$ cat src/rtl/led_trail_fader_if.sv
// LED request/drive bundle between the walker side (master) and the trail fader (slave).
interface led_trail_fader_if #(
  parameter int NLEDS = 8
);
  logic             i_ce;
  logic [NLEDS-1:0] i_led;
  logic [NLEDS-1:0] o_led;
  logic             o_busy;

  modport master (output i_ce, i_led, input o_led, o_busy);
  modport slave  (input i_ce, i_led, output o_led, o_busy);
endinterface

$ cat src/rtl/led_trail_fader.sv
// Comet-tail fader: lit LEDs jump to full brightness, decay one level per period, PWM-rendered.
// Latency: i_led sampled at edge n -> o_led after edge n+1; no backpressure, input always accepted.
module led_trail_fader #(
  parameter int NLEDS        = 8,
  parameter int BW           = 4,
  parameter int DECAY_PERIOD = 4
) (
  input  logic               i_clk,
  input  logic               i_reset_n,
  led_trail_fader_if.slave   bus
);

  localparam logic [BW-1:0] MAX   = '1;
  localparam int            DW    = (DECAY_PERIOD > 1) ? $clog2(DECAY_PERIOD) : 1;
  localparam logic [DW-1:0] DLAST = DW'(DECAY_PERIOD - 1);

  logic [BW-1:0]             pwm_cnt_q,   pwm_cnt_d;
  logic [DW-1:0]             decay_cnt_q, decay_cnt_d;
  logic [NLEDS-1:0][BW-1:0]  level_q,     level_d;
  logic [NLEDS-1:0]          o_led_q,     o_led_d;
  logic                      decay_stb;

  always_comb begin
    pwm_cnt_d   = pwm_cnt_q + 1'b1;
    decay_stb   = (decay_cnt_q == DLAST);
    decay_cnt_d = decay_stb ? '0 : decay_cnt_q + 1'b1;
    level_d     = level_q;
    o_led_d     = '0;
    for (int k = 0; k < NLEDS; k++) begin
      // A fresh request wins over a coincident decay step.
      if (bus.i_ce && bus.i_led[k]) begin
        level_d[k] = MAX;
      end else if (decay_stb && (level_q[k] != '0)) begin
        level_d[k] = level_q[k] - 1'b1;
      end
      // MAX is forced on so full brightness is a true 100% duty.
      o_led_d[k] = (level_q[k] == MAX) || (level_q[k] > pwm_cnt_q);
    end
  end

  always_ff @(posedge i_clk or negedge i_reset_n) begin
    if (!i_reset_n) begin
      pwm_cnt_q   <= '0;
      decay_cnt_q <= '0;
      level_q     <= '0;
      o_led_q     <= '0;
    end else begin
      pwm_cnt_q   <= pwm_cnt_d;
      decay_cnt_q <= decay_cnt_d;
      level_q     <= level_d;
      o_led_q     <= o_led_d;
    end
  end

  assign bus.o_led  = o_led_q;
  assign bus.o_busy = |level_q;

endmodule
$ cat src/flat_wrapper.sv
// flat-port wrapper written by rule: the top's interface ports become plain ports
module led_trail_fader_flat 
#(
  parameter int NLEDS        = 8,
  parameter int BW           = 4,
  parameter int DECAY_PERIOD = 4
)
  (i_clk, i_reset_n, bus_i_ce, bus_i_led, bus_o_led, bus_o_busy);
  led_trail_fader_if #(.NLEDS(NLEDS)) bus_i ();
  input  logic i_clk;
  input  logic i_reset_n;
  input wire logic [$bits(bus_i.i_ce)-1:0] bus_i_ce;
  input wire logic [$bits(bus_i.i_led)-1:0] bus_i_led;
  output wire logic [$bits(bus_i.o_led)-1:0] bus_o_led;
  output wire logic [$bits(bus_i.o_busy)-1:0] bus_o_busy;
  assign bus_i.i_ce = bus_i_ce;
  assign bus_i.i_led = bus_i_led;
  assign bus_o_led = bus_i.o_led;
  assign bus_o_busy = bus_i.o_busy;
  led_trail_fader #(.NLEDS(NLEDS), .BW(BW), .DECAY_PERIOD(DECAY_PERIOD)) u_core (.i_clk(i_clk), .i_reset_n(i_reset_n), .bus(bus_i));
endmodule
$ cat config.mk
export PLATFORM = sky130hd
export DESIGN_NAME = led_trail_fader_flat
export DESIGN_NICKNAME = d
export VERILOG_FILES = /design/src/rtl/led_trail_fader_if.sv /design/src/rtl/led_trail_fader.sv /design/src/flat_wrapper.sv
export SDC_FILE = /design/constraint.sdc
export NUM_CORES = 1
export LEC_CHECK = 0
export CAP_MARGIN = 25
export CORE_MARGIN = 2
export CORE_UTILIZATION = 54
export CTS_CLUSTER_SIZE = 8
export DETAILED_ROUTE_END_ITERATION = 10
export GPL_TIMING_DRIVEN = 1
export PLACE_DENSITY = 0.81
export SLEW_MARGIN = 20
export SYNTH_ARGS = -nofsm -noshare
export SYNTH_HDL_FRONTEND = slang
export SYNTH_SLANG_ARGS = --single-unit
$ cat constraint.sdc
create_clock -name i_clk -period 2.1 [get_ports i_clk]
set_clock_uncertainty 0.1 [all_clocks]
set_input_delay 0.63 -clock i_clk [delete_from_list [all_inputs] [get_ports i_clk]]
set_output_delay 0.63 -clock i_clk [all_outputs]
set_load 0.03 [all_outputs]
## Word level (Yosys, flattened, before mapping)

Cells that the tools add are included.

- Register bits: 46
- Input bits: 11
- Word-level logic and storage cells: 96
- Output and inout port bits: 9

- Multiplexer cells: 17
- $add $sub $neg: 10
- Equal/unequal tests: 9
- Order comparisons: 8
- Reductions and logical operators: 41

Operators by type and width:

| kind | number |
|---|---|
| $mux 4 | 16 |
| $eq 4x4->1 const B | 8 |
| $gt 4x4->1 | 8 |
| $reduce_bool 4->1 | 8 |
| $reduce_or 32->1 | 1 |
| $sub 4x1->4 const B | 8 |
| $logic_and 1x1->1 | 16 |
| $reduce_bool 2->1 | 8 |
| $logic_or 1x1->1 | 8 |
| $add 4x1->4 const B | 1 |
| $add 2x1->2 const B | 1 |
| $eq 2x2->1 const B | 1 |
| $mux 2 | 1 |

## Depth between registers and ports, before layout

- Word-level depth: 4
- Gate-level depth with buffers: 6
- Mapped depth without buffers: 5

## Least setup slack after synthesis

Ideal clock, no wire load.

- Path type: register to output
- From: register u_core.level_q[4] (netlist bit)
- To: output bus_o_busy
- Path slack: -152 ps
- Path buffers: 0
- Required time: 1370 ps
- Arrival time: 1522 ps
- Stages on the path, launching flop included: 6
- Cell sequence: dfrtp_1 inv_1 ha_1 or3b_4 nor4_2 nand2_1

- Longest elaborated chain between the ends: 1

Ends and longest elaborated chain:

| item | RTL line | text |
|---|---|---|
| start: declaration | led_trail_fader.sv:19 | `logic [NLEDS-1:0][BW-1:0] level_q, level_d;` |
| start signal: assignment | led_trail_fader.sv:50 | `level_q <= level_d;` |
| $reduce_or 32->1 | led_trail_fader.sv:56 | `assign bus.o_busy = \|level_q;` |
| end: declaration | flat_wrapper.sv:15 | `output wire logic [$bits(bus_i.o_busy)-1:0] bus_o_busy;` |

No other way between the ends.

## Final worst setup path

- From: register u_core.level_q[20] (netlist bit)
- To: output bus_o_busy

The elaborated chain is that of the path after synthesis.

==> impl_metrics.tcl <==
set metrics [dict create \
    viasPerCell 5.79 \
    drcViolationCount 0 \
    cp_max_fo 3 \
    cts.sinks 46 \
    slew_headroom_pct 59.7 \
    drive_gt1_share_pct 27.3 \
    std_cell_rows 27 \
    max_cap_viol_count 0 \
    core_area_um2 5440 \
    path_clk_slew_ns 0.10 \
    grt_pass1_wl_um 12400 \
    startpoint_type "flip-flop" \
    use_met1_pct 32.7 \
    die_h_um 78.7 \
    grt_max_degree 58 \
    io_pins 20 \
    diodes 0 \
    cp_slowest_stage_delay_ns 0.41 \
    die_area_um2 6200 \
    crit_type "reg2out" \
    syn-num-nets 376 \
    synth_seq_area_share_pct 38.2 \
    area_growth_pct 35.0 \
    hold_buffers 0 \
    finalWirelength_um 7400 \
    top_usage_layer "met2" \
    drt-initial-drc-count 163 \
    root_buffer "clkbuf_8" \
    gp_routability_congestion 0.837 \
    synthCells 315 \
    grt_setup_unrepaired "yes" \
    avgSynthCellArea_um2 9.57 \
    cp_data_arrival_time_ns 1.87 \
    reg2reg_to "u_core.bus.o_led[2]" \
    hold_viol 0 \
    min_period_ns 2.60 \
    antenna_found_initial 0 \
    failed_checks "setup timing" \
    gr-usage-met3_pct 4.43 \
    yosysWarnings 0 \
    met2_usage_pct 44.7 \
    cp_top_family "simple AND/OR/NAND/NOR gates" \
    setup_viol 1 \
    synth_area_um2 3020 \
    cp-end-kind "output port" \
    min_period_over_period_pct 124 \
    cts.path.max_buffers 2 \
    drt_first_pass_iters 4 \
    synth_edf_count 0 \
    gr-usage-all-layers_pct 25.5 \
    rr_worst_depth 6 \
    crit_buf_inv 2 \
    cts_tree "done" \
    gr-total-overflow 0 \
    slew_viol_final 0 \
    worst_slew_pin_slew_ns 0.605 \
    hold_path.class "in2async" \
    critPathSlowestCell "or3b_4" \
    tns_ns -0.502 \
    cp_cell_sequence "inv_2 > ha_4 > or3b_4 > nor4_4 > nand2_2 > buf_6" \
    clock_latency_ns 0.32 \
    irDropWorstVdd_v 0.000444 \
    fmax_mhz 384 \
    r2r_setup_slack_ns 0.01 \
    ys_seq_elements 46 \
    synthTopCellsByCount "ha_1 (50), dfrtp_1 (46), nand2_1 (25)" \
    yosysMostFrequentCell "ha_1" \
    yosysUniqueCellTypes 25 \
    cts_buffers 5 \
    synth_top_cell_area_share_pct 38.2 \
    antenna_left 0 \
    hpwl_um 4780 \
    fp.dieW_um 78.7 \
    hold_ws_ns 0.179 \
    n_fill_cell 390 \
    status "finished with violations" \
    nets 466 \
    leakagePower_nw 1.87 \
    port_buffers 19 \
    grt_pass1_vias 2597 \
    vias 2767 \
    wire_per_inst_um 15.5 \
    synth_area_leader_cell "dfrtp_1" \
    crit_required_ns 1.37 \
    async_reset_ff_share_pct 100 \
    initial_core_util_pct 55.4 \
    netlist_top_cells_area "dfrtp_1 (38%), ha_1 (21%), and3_1 (5.0%)" \
    layout_setup_ws_ns -0.502 \
    p_per_area_nw_per_um2 542 \
    reg2reg_from "u_core.pwm_cnt_q[1]" \
    synth_flop_cell "dfrtp_1" \
    cts-htree-levels 2 \
]
## routing by layer
| metal | vias to the layer above | wire length [um] |
|---|---|---|
| met5 | - | 0 |
| met4 | 0 | 84 |
| met3 | 7 | 263 |
| met2 | 55 | 3800 |
| met1 | 1356 | 3240 |
| li1 | 1349 | - |
## cell families after synthesis
kind of cell / share of synthesized area (%)
AO/OA/AOI/OAI: 17.2
XOR/XNOR: 0.581
adder cells (fa/ha/maj): 20.7
buffers and inverters: 3.65
flip-flops: 38.2
AND/OR/NAND/NOR: 19.7
## placed cells by master, fill, tap and decap left out, drive strengths merged, types with 2 or more instances in the layout
cell type | netlist | routed
bufinv | 0 | 2
o21a | 8 | 8
o21ai | 40 | 40
and3 | 24 | 24
clkdlybuf4s50 | 0 | 16
nor4 | 2 | 2
o211ai | 7 | 7
nand2 | 25 | 25
nor3 | 8 | 8
clkinvlp | 0 | 2
clkbuf | 3 | 5
ha | 50 | 50
a2111oi | 8 | 8
nand4 | 8 | 8
a31oi | 8 | 8
or3b | 8 | 8
dfrtp | 46 | 46
buf | 5 | 74
nand3 | 16 | 16
a21oi | 17 | 17
inv | 20 | 18
nor2b | 8 | 8
## metrics by stage
step	setup slack [ns]	utilization (%)	total power [mW]	std cells	instance area, um2
floorplan	-0.118	-	1.14	315	3040
global placement	-0.601	67.9	1.31	450	3690
detailed placement	-0.626	67.9	1.33	450	3690
CTS	-0.501	73.4	2.18	473	3990
global route	-0.559	74.9	2.32	478	4070
finish	-0.502	74.9	2.21	478	4070
## power by group
group	internal, mW	total (mW)	switching, mW	leakage [nW]
combinational	0.245	0.455	0.210	1.35
clock	0.477	0.805	0.328	0.0683
sequential	0.925	0.948	0.0238	0.455
## state kept, by name, summed over array words and instances (netlist names)
register            cells
u_core.decay_cnt_q      2
u_core.level_q         32
u_core.pwm_cnt_q        4
u_core.bus.o_led        8
## how the worst max path moves through the flow
stage,startpoint,to,slack (ns),cells past startpoint
floorplan,u_core.level_q[8],bus_o_busy,-0.12,5
global placement,u_core.level_q[8],bus_o_busy,-0.60,6
detailed placement,u_core.level_q[8],bus_o_busy,-0.63,6
CTS,u_core.level_q[4],bus_o_busy,-0.50,6
global route,u_core.level_q[25],bus_o_busy,-0.56,6
finish,u_core.level_q[20],bus_o_busy,-0.50,6
## area by class of cell
cell class                 instances  area, um2  area share [%]
inverter                          20       82.6            2.03
tap                               72       90.1            2.21
sequential                        46       1150            28.3
clock buffer                       5       68.8            1.69
multi-input combinational        241       1850            45.5
clock inverter                     3       68.8            1.69
timing repair buffer              91        758            18.6
## repair_timing
action / CTS / global route
gates resized for setup: 22 / 14
buffers inserted: 15 / 11
pin swaps: 7 / 5
endpoints found under the setup margin: 1 / 6
(Power assumes the default switching activity.)
